[src/rtl/dcache_pkg.sv]
// Shared constants, FSM state type and address field helpers for the data cache.
package dcache_pkg;

  localparam int unsigned ADDR_W    = 8;
  localparam int unsigned INDEX_W   = 3;
  localparam int unsigned OFFSET_W  = 2;
  localparam int unsigned TAG_W     = ADDR_W - INDEX_W - OFFSET_W;
  localparam int unsigned NumBlocks = 1 << INDEX_W;
  localparam int unsigned BlockW    = 8 << OFFSET_W;
  localparam int unsigned MemAddrW  = TAG_W + INDEX_W;

  typedef enum logic [1:0] {
    StIdle,
    StWriteback,
    StFetch,
    StAllocate
  } state_e;

  function automatic logic [TAG_W-1:0] addr_tag(input logic [ADDR_W-1:0] addr);
    return TAG_W'(addr >> (INDEX_W + OFFSET_W));
  endfunction

  function automatic logic [INDEX_W-1:0] addr_index(input logic [ADDR_W-1:0] addr);
    return INDEX_W'(addr >> OFFSET_W);
  endfunction

  function automatic logic [OFFSET_W-1:0] addr_offset(input logic [ADDR_W-1:0] addr);
    return OFFSET_W'(addr);
  endfunction

endpackage

[src/rtl/dcache_array.sv]
// Direct-mapped line storage: valid/dirty/tag/data per block, a block-fill port,
// a byte-store port and a combinational read of the indexed line.
module dcache_array
  import dcache_pkg::*;
(
  input  logic                clk_i,
  input  logic                rst_i,
  input  logic [INDEX_W-1:0]  index_i,
  input  logic [OFFSET_W-1:0] offset_i,
  input  logic                blk_we_i,
  input  logic [TAG_W-1:0]    blk_tag_i,
  input  logic [BlockW-1:0]   blk_data_i,
  input  logic                byte_we_i,
  input  logic [7:0]          byte_data_i,
  output logic                valid_o,
  output logic                dirty_o,
  output logic [TAG_W-1:0]    tag_o,
  output logic [BlockW-1:0]   data_o
);

  logic [NumBlocks-1:0] valid_q;
  logic [NumBlocks-1:0] dirty_q;
  logic [TAG_W-1:0]     tag_q  [NumBlocks];
  logic [BlockW-1:0]    data_q [NumBlocks];

  always_ff @(posedge clk_i) begin
    if (rst_i) begin
      valid_q <= '0;
      dirty_q <= '0;
    end else if (blk_we_i) begin
      valid_q[index_i] <= 1'b1;
      dirty_q[index_i] <= 1'b0;
    end else if (byte_we_i) begin
      dirty_q[index_i] <= 1'b1;
    end
  end

  // Payload is only meaningful behind valid, so it is never cleared; reset still blocks writes.
  always_ff @(posedge clk_i) begin
    if (!rst_i) begin
      if (blk_we_i) begin
        tag_q[index_i]  <= blk_tag_i;
        data_q[index_i] <= blk_data_i;
      end else if (byte_we_i) begin
        data_q[index_i][{offset_i, 3'b000} +: 8] <= byte_data_i;
      end
    end
  end

  assign valid_o = valid_q[index_i];
  assign dirty_o = dirty_q[index_i];
  assign tag_o   = tag_q[index_i];
  assign data_o  = data_q[index_i];

endmodule

[src/rtl/dcache_controller.sv]
// Write-back, write-allocate direct-mapped data cache: hit logic plus the miss FSM
// that writes back dirty victims, fetches the missing block and allocates it.
module dcache_controller
  import dcache_pkg::*;
(
  input  logic                CLK,
  input  logic                RESET,
  input  logic                READ,
  input  logic                WRITE,
  input  logic [ADDR_W-1:0]   ADDRESS,
  input  logic [7:0]          WRITEDATA,
  output logic [7:0]          READDATA,
  output logic                BUSYWAIT,
  output logic                mem_read,
  output logic                mem_write,
  output logic [MemAddrW-1:0] mem_address,
  output logic [BlockW-1:0]   mem_writedata,
  input  logic [BlockW-1:0]   mem_readdata,
  input  logic                mem_busywait
);

  state_e state_q, state_d;
  logic   issued_q, issued_d;
  logic [BlockW-1:0] fill_q, fill_d;

  logic                req, hit, xfer_done;
  logic                blk_we, byte_we;
  logic                line_valid, line_dirty;
  logic [TAG_W-1:0]    req_tag, line_tag;
  logic [INDEX_W-1:0]  req_index;
  logic [OFFSET_W-1:0] req_offset;
  logic [BlockW-1:0]   line_data;

  assign req_tag    = addr_tag(ADDRESS);
  assign req_index  = addr_index(ADDRESS);
  assign req_offset = addr_offset(ADDRESS);

  dcache_array u_array (
    .clk_i       (CLK),
    .rst_i       (RESET),
    .index_i     (req_index),
    .offset_i    (req_offset),
    .blk_we_i    (blk_we),
    .blk_tag_i   (req_tag),
    .blk_data_i  (fill_q),
    .byte_we_i   (byte_we),
    .byte_data_i (WRITEDATA),
    .valid_o     (line_valid),
    .dirty_o     (line_dirty),
    .tag_o       (line_tag),
    .data_o      (line_data)
  );

  assign req       = READ | WRITE;
  assign hit       = line_valid & (line_tag == req_tag);
  // A transfer is presented for at least one cycle before memory may complete it.
  assign xfer_done = issued_q & ~mem_busywait;

  assign BUSYWAIT      = ~RESET & req & ~((state_q == StIdle) & hit);
  assign READDATA      = ((state_q == StIdle) && hit && READ) ?
                         line_data[{req_offset, 3'b000} +: 8] : 8'h00;
  assign mem_writedata = line_data;

  always_comb begin
    state_d     = state_q;
    issued_d    = issued_q;
    fill_d      = fill_q;
    mem_read    = 1'b0;
    mem_write   = 1'b0;
    mem_address = {req_tag, req_index};
    blk_we      = 1'b0;
    byte_we     = 1'b0;
    unique case (state_q)
      StIdle: begin
        byte_we = WRITE & hit;
        if (req && !hit) begin
          state_d = (line_valid && line_dirty) ? StWriteback : StFetch;
        end
      end
      StWriteback: begin
        mem_write   = 1'b1;
        mem_address = {line_tag, req_index};
        if (xfer_done) begin
          issued_d = 1'b0;
          state_d  = StFetch;
        end else begin
          issued_d = 1'b1;
        end
      end
      StFetch: begin
        mem_read = 1'b1;
        if (xfer_done) begin
          issued_d = 1'b0;
          fill_d   = mem_readdata;
          state_d  = StAllocate;
        end else begin
          issued_d = 1'b1;
        end
      end
      StAllocate: begin
        blk_we  = 1'b1;
        state_d = StIdle;
      end
      default: state_d = StIdle;
    endcase
  end

  always_ff @(posedge CLK) begin
    if (RESET) begin
      state_q  <= StIdle;
      issued_q <= 1'b0;
    end else begin
      state_q  <= state_d;
      issued_q <= issued_d;
    end
  end

  always_ff @(posedge CLK) begin
    fill_q <= fill_d;
  end

endmodule

[config.mk]
export PLATFORM = sky130hd
export DESIGN_NAME = dcache_controller
export DESIGN_NICKNAME = d
export VERILOG_FILES = /design/src/rtl/dcache_pkg.sv /design/src/rtl/dcache_array.sv /design/src/rtl/dcache_controller.sv
export SDC_FILE = /design/constraint.sdc
export NUM_CORES = 1
export LEC_CHECK = 0
export ABC_AREA = 1
export ABC_CLOCK_PERIOD_IN_PS = 3450
export CAP_MARGIN = 20
export CORE_UTILIZATION = 53
export DETAILED_ROUTE_END_ITERATION = 12
export GPL_ROUTABILITY_DRIVEN = 0
export PLACE_DENSITY = 0.87
export SLEW_MARGIN = 10
export SYNTH_ARGS = -nofsm -noshare
export SYNTH_HDL_FRONTEND = slang
export SYNTH_HIERARCHICAL = 1
export SYNTH_SLANG_ARGS = --single-unit
[constraint.sdc]
create_clock -name CLK -period 3.45 [get_ports CLK]
set_input_delay 0.5175 -clock CLK [delete_from_list [all_inputs] [get_ports CLK]]
set_output_delay 0.5175 -clock CLK [all_outputs]
set_load 0.02 [all_outputs]
==> Flow_metrics.wiki, run 1 <==
{| class="wikitable"
! Metric !! Value
|-
| CTS tree || done
|-
| Avg Synthesized Cell Area || 9.50 um^2
|-
| CP startpoint kind || input pin
|-
| Die Y-Extent || 169 um
|-
| DRC violations left || 0
|-
| Detailed-placement wirelength estimate || roughly 26 mm
|-
| Final number of max-transition violations || 0
|-
| Placement Rows || 60
|-
| Hold Vio Cnt, Final || 0
|-
| Kind of critical path || input pin to primary output
|-
| Critical path arrival || 2900 ps
|-
| Largest voltage drop on the vdd net || between 300 and 400 uV
|-
| Share of synthesized flip-flops with an asynchronous set or reset || 0%
|-
| Min cycle time layout || 3420 ps
|-
| Relative slew slack || 40.4%
|-
| Number of CTS-inserted buffers || 34
|-
| Post-synthesis instance area || 14,800 um^2
|-
| Hold bufs inserted after CTS || 0
|-
| Cell type with the highest aggregate area in the netlist || sky130_fd_sc_hd__edfxtp_1
|-
| Synth-to-Final Area Change || 21.0%
|-
| Final standard cell area without fillers || 17,900 um^2
|-
| Die X || 169 um
|-
| Slew at the pin with the worst max-slew slack || 885 ps
|-
| I/O pins || 102
|-
| Clk sink count || 331
|-
| Run status || complete, no violations
|-
| Max-Cap Viols || 0
|-
| Vias in the first global route || 11,042
|-
| Period utilisation layout || 99.0%
|-
| Cells after synthesis || 1,553
|-
| Aggregate global-route resource usage || 27.7%
|-
| Maximum fanout count along the critical path || 24
|-
| Category of the worst setup path capture point || primary output
|-
| CTS root buf || sky130_fd_sc_hd__clkbuf_16
|-
| Number of buffers on the longest clock path || 3
|-
| # port buffers || 101
|-
| Clock insertion delay at the later pin of the skew report || 520 ps
|-
| Reported leakage power || 7.50 nW
|-
| Cell area reported after detailed placement || 16,600 um^2
|-
| Crit path required time || between 2000 and 3000 ps
|-
| Count of antenna-violating nets left after detailed routing || 0
|-
| RSZ-0062 raised after global routing || no
|-
| Clock-pin slew of the registers on the worst-case setup and hold paths || around 60 ps
|-
| Worst hold slack after final layout || 461 ps
|-
| 1st-pass router iterations || 6
|-
| Wire length of the first global-routing pass || 59.8 mm
|-
| Mapped Nets || 1,616
|-
| Grt ovf || 0
|-
| Total power consumption of the routed design || 9.41 mW
|-
| Synth cell types || 28
|-
| Hold Crit Class || flip-flop to flip-flop
|-
| Total die area || 28,500 um^2
|-
| # nets final || roughly 1,800
|-
| Core box area || 27,100 um^2
|-
| Number of antenna violations at the first check in global routing || 0
|-
| Diodes inserted || 0
|-
| Deepest level of the CTS H-tree || 2
|-
| Synth Flop Type || sky130_fd_sc_hd__edfxtp_1
|-
| Number of enable flip-flop cells after synthesis || 312
|-
| Share of synthesized area occupied by flip-flops and latches || 66.1%
|-
| DR vias/cell || 5.59
|-
| Routed wire length per instance || 19.0 um
|-
| Fillers || 1,887
|-
| Layout cell share with drive strength beyond 1 || 9.49%
|-
| Routed Wire Length || 39.9 mm
|-
| Number of setup violations in the final report || 0
|-
| Starting DRT DRC Count || 1,970
|-
| Areal power density over the cells || 527 nW/um^2
|-
| Total of flip-flops plus latches after synthesis || 331
|-
| Number of synthesis warnings || 6
|-
| Worst setup skew after layout || 15.1 ps
|-
| Overall via count from detail_route || 11,754
|-
| Pin count of the biggest net entering global routing || 66
|-
| Initial standard-cell utilization of the core || 54.5%
|-
| Post-synth top area share || between 60% and 70%
|-
| Highest attainable clock frequency || 293 MHz
|-
| Cell types occupying the most area after synthesis || sky130_fd_sc_hd__edfxtp_1 (63%), sky130_fd_sc_hd__nand2_1 (22%), sky130_fd_sc_hd__dfxtp_1 (2.6%)
|}
repair_timing:
action	CTS	global route
gates cloned	0	2
resized for setup	2	11
setup endpoints to repair	1	7
hold endpoints to repair	0	0
buffers inserted	0	0
layout make-up:
| cell class | count | area (um^2) | area share (%) |
|---|---|---|---|
| flip-flops and latches | 331 | 9750 | 54.6 |
| multi-input cells | 1101 | 4500 | 25.2 |
| repair buffers | 189 | 1810 | 10.1 |
| clock buffers | 47 | 973 | 5.45 |
| well taps | 372 | 465 | 2.61 |
| inverters | 46 | 183 | 1.02 |
| clock inverters | 15 | 176 | 0.988 |
metrics by stage:
step | utilization (%) | cells | setup slack [ps] | setup TNS (ps)
2_1_floorplan | - | 1553 | 148 | 0
4_1_cts | 65.6 | 2099 | 12.5 | 0
6_report | 65.9 | 2101 | 34.1 | 0
5_1_grt | 65.9 | 2101 | 1.49 | 0
3_5_place_dp | 61.3 | 2037 | -44.2 | -44.2
3_3_place_gp | 61.3 | 2037 | 19.3 | 0
per-layer routing:
| layer | up-vias | routed length (um) | global-route usage (%) |
|---|---|---|---|
| li1 | 5360 | - | - |
| met1 | 5358 | 14100 | 36.3 |
| met2 | 874 | 18400 | 43.7 |
| met3 | 162 | 5110 | 5.40 |
| met4 | 0 | 2190 | 15.3 |
| met5 | - | 0 | 0 |
cell usage after synthesis (all sizes together) (2+ instances only):
cell type  instances
a21oi             34
a31oi              2
buf               49
clkbuf            26
dfxtp             19
edfxtp           312
ha                10
inv               45
nand2            860
nand3             34
nand4             13
nor2              91
nor3               8
o21ai             43
o21bai             4
path summary, 6_finish.rpt:
| kind | startpoint | to | slack, ps | cells after the start |
|---|---|---|---|---|
| worst min-delay path | flip-flop | flip-flop | 460 | 2 |
| worst min register to register | flip-flop | flip-flop | 460 | 2 |
| worst max-delay path | ADDRESS[2] | READDATA[5] | 30 | 14 |
| worst max register to register | u_array/tag_q[5][2]$_DFFE_PP_ | u_array/data_q[0][10]$_DFFE_PP_ | 540 | 17 |
flip-flops by register name, indices dropped and copies added (netlist names), named ones only:
signal / count
issued_q: 1
u_array/valid_q: 8
u_array/data_q: 256
fill_q: 32
u_array/tag_q: 24
state_q: 2
cell usage in the layout (no fill, tap or decap), types with 9 or more instances in the layout:
cell | Yosys | layout
sky130_fd_sc_hd__nand4_1 | 13 | 13
sky130_fd_sc_hd__nand2_1 | 854 | 854
sky130_fd_sc_hd__buf_4 | 8 | 78
sky130_fd_sc_hd__inv_1 | 36 | 36
sky130_fd_sc_hd__o21ai_0 | 38 | 38
sky130_fd_sc_hd__nor2_1 | 87 | 86
sky130_fd_sc_hd__clkdlybuf4s50_1 | 0 | 95
sky130_fd_sc_hd__dfxtp_1 | 19 | 19
sky130_fd_sc_hd__clkbuf_1 | 26 | 9
sky130_fd_sc_hd__a21oi_1 | 34 | 32
sky130_fd_sc_hd__ha_1 | 10 | 10
sky130_fd_sc_hd__clkbuf_16 | 0 | 39
sky130_fd_sc_hd__edfxtp_1 | 312 | 312
sky130_fd_sc_hd__nand3_1 | 32 | 32
cell families (layout without fill, tap and decap cells):
logic type | count (synthesis) | count (layout) | synth area share, %
AOI/OAI and AO/OA | 83 | 83 | 2.90
and+or+nand+nor | 1008 | 1008 | 26.6
DFF | 331 | 331 | 66.1
adders and majority gates | 10 | 10 | 0.848
buffers and inverters | 121 | 297 | 3.64
critical path, cell delays in order:
cell,delay [ps]
sky130_fd_sc_hd__buf_4,160
sky130_fd_sc_hd__inv_8,180
sky130_fd_sc_hd__buf_4,240
sky130_fd_sc_hd__nand2_1,80
sky130_fd_sc_hd__nand2_1,60
sky130_fd_sc_hd__nand2_1,60
sky130_fd_sc_hd__nand2_1,90
sky130_fd_sc_hd__nand2_1,60
sky130_fd_sc_hd__nand2_1,120
sky130_fd_sc_hd__nor2_1,50
sky130_fd_sc_hd__nor2_1,160
sky130_fd_sc_hd__o21ai_1,220
sky130_fd_sc_hd__a21oi_1,240
sky130_fd_sc_hd__clkdlybuf4s50_1,630
report_power, final:
| part | leakage [nW] | internal [mW] | switching [mW] |
|---|---|---|---|
| Combinational | 3.98 | 0.393 | 0.741 |
| Clock | 0.560 | 2.28 | 1.46 |
| Sequential | 2.96 | 4.50 | 0.0396 |
| Total | 7.50 | 7.17 | 2.24 |
No activity file was read; power rests on OpenSTA's default activity.
==> inputs of run 2 (changes only) <==
CAP_MARGIN = 10   (was 20)
SYNTH_HIERARCHICAL = not set   (was 1)
==> run 2 against run 1 <==
Effect of this change: critical path depth decreased by 1; worst hold slack got worse by 6.0 ps; non-clock buffer count increased by 87; cell count decreased by 11%; sequential power about the same; global-route usage increased by 2.9 points; die area decreased by 3.4%; sequential cell count unchanged; clock power increased by 5.9%; critical path type unchanged; wire length increased by 7.7%; first-iteration DRC count decreased by 16%; via count decreased by 2.7%; the flow now finishes with violations (design-rule violations).
==> Flow_metrics.wiki, run 2 <==
{| class="wikitable"
! Metric !! Value
|-
| Run status || finished, violations left (was complete, no violations)
|-
| Failing checks || design-rule violations
|-
| Worst R2R Setup Slack || 880 ps (was 540 ps)
|-
| Clock-pin slew of the registers on the worst-case setup and hold paths || 60 ps (about the same)
|-
| Number of antenna violations at the first check in global routing || 0 (unchanged)
|-
| Hold bufs inserted after CTS || 0 (unchanged)
|-
| Largest voltage drop on the vdd net || 485 uV (was 323 uV)
|-
| Cell area reported after detailed placement || 16,900 um^2 (was 16,600 um^2)
|-
| Max-Cap Viols || 0 (unchanged)
|-
| Min cycle time layout || 3440 ps (was 3420 ps)
|-
| Post-synth top area share || 65.8% (was 63.5%)
|-
| Clock insertion delay at the later pin of the skew report || 540 ps (was 520 ps)
|-
| Most frequent cells after synthesis || sky130_fd_sc_hd__nand2_1 (351), sky130_fd_sc_hd__edfxtp_1 (312), sky130_fd_sc_hd__inv_1 (116), sky130_fd_sc_hd__nor2_1 (85), sky130_fd_sc_hd__nand3_1 (57) (was sky130_fd_sc_hd__nand2_1 (854), sky130_fd_sc_hd__edfxtp_1 (312), sky130_fd_sc_hd__nor2_1 (87), sky130_fd_sc_hd__o21ai_0 (38), sky130_fd_sc_hd__inv_1 (36))
|-
| Layout cell share with drive strength beyond 1 || 19.7% (was 9.49%)
|-
| Relative slew slack || 64.4% (was 40.4%)
|-
| Max reg flops || 256 (unchanged)
|-
| Slew at the pin with the worst max-slew slack || 534 ps (was 885 ps)
|-
| Total of flip-flops plus latches after synthesis || 331 (unchanged)
|-
| CTS tree || done (unchanged)
|-
| Crit path setup slack, layout || 11.0 ps (was 34.1 ps)
|-
| Diodes inserted || 0 (unchanged)
|-
| Worst setup slack before clock tree synthesis || -475 ps (was -44.2 ps)
|-
| CP startpoint kind || input pin (unchanged)
|-
| Cell types occupying the most area after synthesis || sky130_fd_sc_hd__edfxtp_1 (66%), sky130_fd_sc_hd__nand2_1 (9.2%), sky130_fd_sc_hd__inv_1 (3.1%) (was sky130_fd_sc_hd__edfxtp_1 (63%), sky130_fd_sc_hd__nand2_1 (22%), sky130_fd_sc_hd__dfxtp_1 (2.6%))
|-
| Post-route setup TNS || 0 ps (unchanged)
|-
| Starting DRT DRC Count || 1,652 (was 1,970)
|-
| Maximum fanout count along the critical path || 14 (was 24)
|-
| Total die area || 27,500 um^2 (was 28,500 um^2)
|-
| Final standard cell area without fillers || 18,200 um^2 (was 17,900 um^2)
|-
| 1st-pass router iterations || 10 (was 6)
|-
| Hold Crit Class || flip-flop to flip-flop (unchanged)
|-
| Vias in the first global route || 11,199 (was 11,042)
|-
| Leading cell type in the layout, fill and taps excluded || sky130_fd_sc_hd__nand2_1 (unchanged)
|-
| DR vias/cell || 6.11 (was 5.59)
|-
| Crit path required time || 2930 ps (about the same)
|-
| Initial standard-cell utilization of the core || 54.4% (was 54.5%)
|-
| Wire length of the first global-routing pass || 63.3 mm (was 59.8 mm)
|-
| Cells after synthesis || 1,266 (was 1,553)
|-
| Hold Vio Cnt, Final || 0 (unchanged)
|-
| Leading registers by flop count || u_array.data_q x256, fill_q x32, u_array.tag_q x24 (was u_array/data_q x256, fill_q x32, u_array/tag_q x24)
|-
| Die Y-Extent || 166 um (was 169 um)
|-
| Final number of max-transition violations || 0 (unchanged)
|-
| Worst setup skew after layout || 28.1 ps (was 15.1 ps)
|-
| Die X || 166 um (was 169 um)
|-
| Share of synthesized flip-flops with an asynchronous set or reset || 0% (unchanged)
|-
| RSZ-0062 raised after global routing || yes (was no)
|-
| Commonest cells after routing, fill and taps aside || sky130_fd_sc_hd__nand2_1 (346), sky130_fd_sc_hd__edfxtp_1 (312), sky130_fd_sc_hd__buf_4 (154) (was sky130_fd_sc_hd__nand2_1 (854), sky130_fd_sc_hd__edfxtp_1 (312), sky130_fd_sc_hd__clkdlybuf4s50_1 (95))
|-
| Largest register by flop count || u_array.data_q (was u_array/data_q)
|-
| Clk sink count || 331 (unchanged)
|-
| Synth-to-Final Area Change || 28.0% (was 21.0%)
|-
| Synth cell types || 38 (was 28)
|-
| Mapped Nets || 1,328 (was 1,616)
|-
| Post-synthesis instance area || 14,200 um^2 (was 14,800 um^2)
|-
| Highest attainable clock frequency || 291 MHz (was 293 MHz)
|-
| Detailed-placement wirelength estimate || 28.2 mm (was 25.6 mm)
|-
| Kind of critical path || input pin to primary output (unchanged)
|-
| Areal power density over the cells || 527 nW/um^2 (about the same)
|-
| CTS root buf || sky130_fd_sc_hd__clkbuf_16 (unchanged)
|-
| Core box area || 26,200 um^2 (was 27,100 um^2)
|-
| Synth Flop Type || sky130_fd_sc_hd__edfxtp_1 (unchanged)
|-
| DRC violations left || 7 (was 0)
|-
| Count of antenna-violating nets left after detailed routing || 0 (unchanged)
|-
| Cell type with the highest aggregate area in the netlist || sky130_fd_sc_hd__edfxtp_1 (unchanged)
|-
| Number of CTS-inserted buffers || 34 (unchanged)
|-
| # port buffers || 101 (unchanged)
|-
| Grt ovf || 0 (unchanged)
|-
| Reported leakage power || 7.25 nW (was 7.50 nW)
|-
| Most repeated cell in the gate-level netlist after synthesis || sky130_fd_sc_hd__nand2_1 (unchanged)
|-
| Aggregate global-route resource usage || 30.6% (was 27.7%)
|-
| Overall via count from detail_route || 11,437 (was 11,754)
|-
| Total power consumption of the routed design || 9.60 mW (was 9.41 mW)
|-
| I/O pins || 102 (unchanged)
|-
| Routed Wire Length || 42.9 mm (was 39.9 mm)
|-
| Number of setup violations in the final report || 0 (unchanged)
|-
| Number of enable flip-flop cells after synthesis || 312 (unchanged)
|-
| Number of synthesis warnings || 0 (was 6)
|-
| Pin count of the biggest net entering global routing || 48 (was 66)
|-
| Critical path arrival || 2920 ps (was 2900 ps)
|-
| Period utilisation layout || 99.7% (was 99.0%)
|-
| Share of synthesized area occupied by flip-flops and latches || 68.4% (was 66.1%)
|-
| Number of buffers on the longest clock path || 3 (unchanged)
|-
| Routed wire length per instance || 22.9 um (was 19.0 um)
|-
| Avg Synthesized Cell Area || 11.3 um^2 (was 9.50 um^2)
|-
| # nets final || 1,574 (was 1,766)
|-
| Category of the worst setup path capture point || primary output (unchanged)
|-
| Deepest level of the CTS H-tree || 2 (unchanged)
|-
| Placement Rows || 59 (was 60)
|}
-- run 2: path summary, 6_finish.rpt --
| kind | start | end | depth (start not counted) |
|---|---|---|---|
| worst max-delay path | ADDRESS[4] | mem_writedata[18] | 13 |
| worst min-delay path | flip-flop | flip-flop | 2 |
| worst max register to register | u_array.tag_q[2][2]$_DFFE_PP_ | u_array.data_q[6][12]$_DFFE_PP_ | 14 |
| worst min register to register | flip-flop | flip-flop | 2 |
-- run 2: cell type report --
cell class              count  area (um^2)
inverters                 125          478
repair buffers            276         2590
well taps                 335          419
fillers                  1618         7970
flip-flops and latches    331         9750
clock buffers              38          887
clock inverters            22          318
multi-input cells         744         3790
-- run 2: layer usage --
| layer | global-route usage [%] | vias to the layer above | routed length [um] |
|---|---|---|---|
| met3 | 6.98 | 180 | 5620 |
| met5 | 0 | - | 0 |
| li1 | - | 4875 | - |
| met2 | 50.9 | 969 | 20400 |
| met1 | 36.8 | 5413 | 14400 |
| met4 | 17.4 | 0 | 2450 |
-- run 2: cell families after synthesis --
kind of cell | synth area share, %
AND/OR/NAND/NOR | 16.8
adder cells (fa/ha/maj) | 0.790
flip-flops | 68.4
buffers and inverters | 5.73
AO/OA/AOI/OAI | 8.24
-- run 2: timing repair --
action / in CTS / in global routing
pin swaps: 1 / 2
resized for setup: 66 / 35
hold endpoints to repair: 0 / 0
gates cloned: 0 / 1
buffers inserted: 0 / 3
setup endpoints to repair: 35 / 19
-- run 2: per-stage QoR --
step | util, % | instances | hold WS [ps]
6_report | 69.6 | 1871 | 455
5_1_grt | 69.6 | 1871 | 471
3_5_place_dp | 64.5 | 1807 | 446
2_1_floorplan | - | 1266 | 423
4_1_cts | 69.2 | 1867 | 454
3_3_place_gp | 64.5 | 1807 | 435
-- run 2: report_power, final --
part	switching [mW]	total, mW	leakage (nW)	internal (mW)
Clock	1.57	3.96	0.587	2.40
Combinational	0.702	1.12	3.70	0.416
Sequential	0.0312	4.52	2.96	4.49
Total	2.30	9.60	7.25	7.30
-- run 2: critical path, cell delays in order --
cell and delay (ps):
sky130_fd_sc_hd__clkdlybuf4s50_1 530, sky130_fd_sc_hd__buf_6 180, sky130_fd_sc_hd__nor2_4 60, sky130_fd_sc_hd__nand2_1 160, sky130_fd_sc_hd__inv_1 90, sky130_fd_sc_hd__buf_12 170, sky130_fd_sc_hd__buf_4 170, sky130_fd_sc_hd__nand2_1 100
sky130_fd_sc_hd__nand2_1 110, sky130_fd_sc_hd__a211oi_2 260, sky130_fd_sc_hd__buf_4 170, sky130_fd_sc_hd__nand2_1 60, sky130_fd_sc_hd__dlygate4sd2_1 330
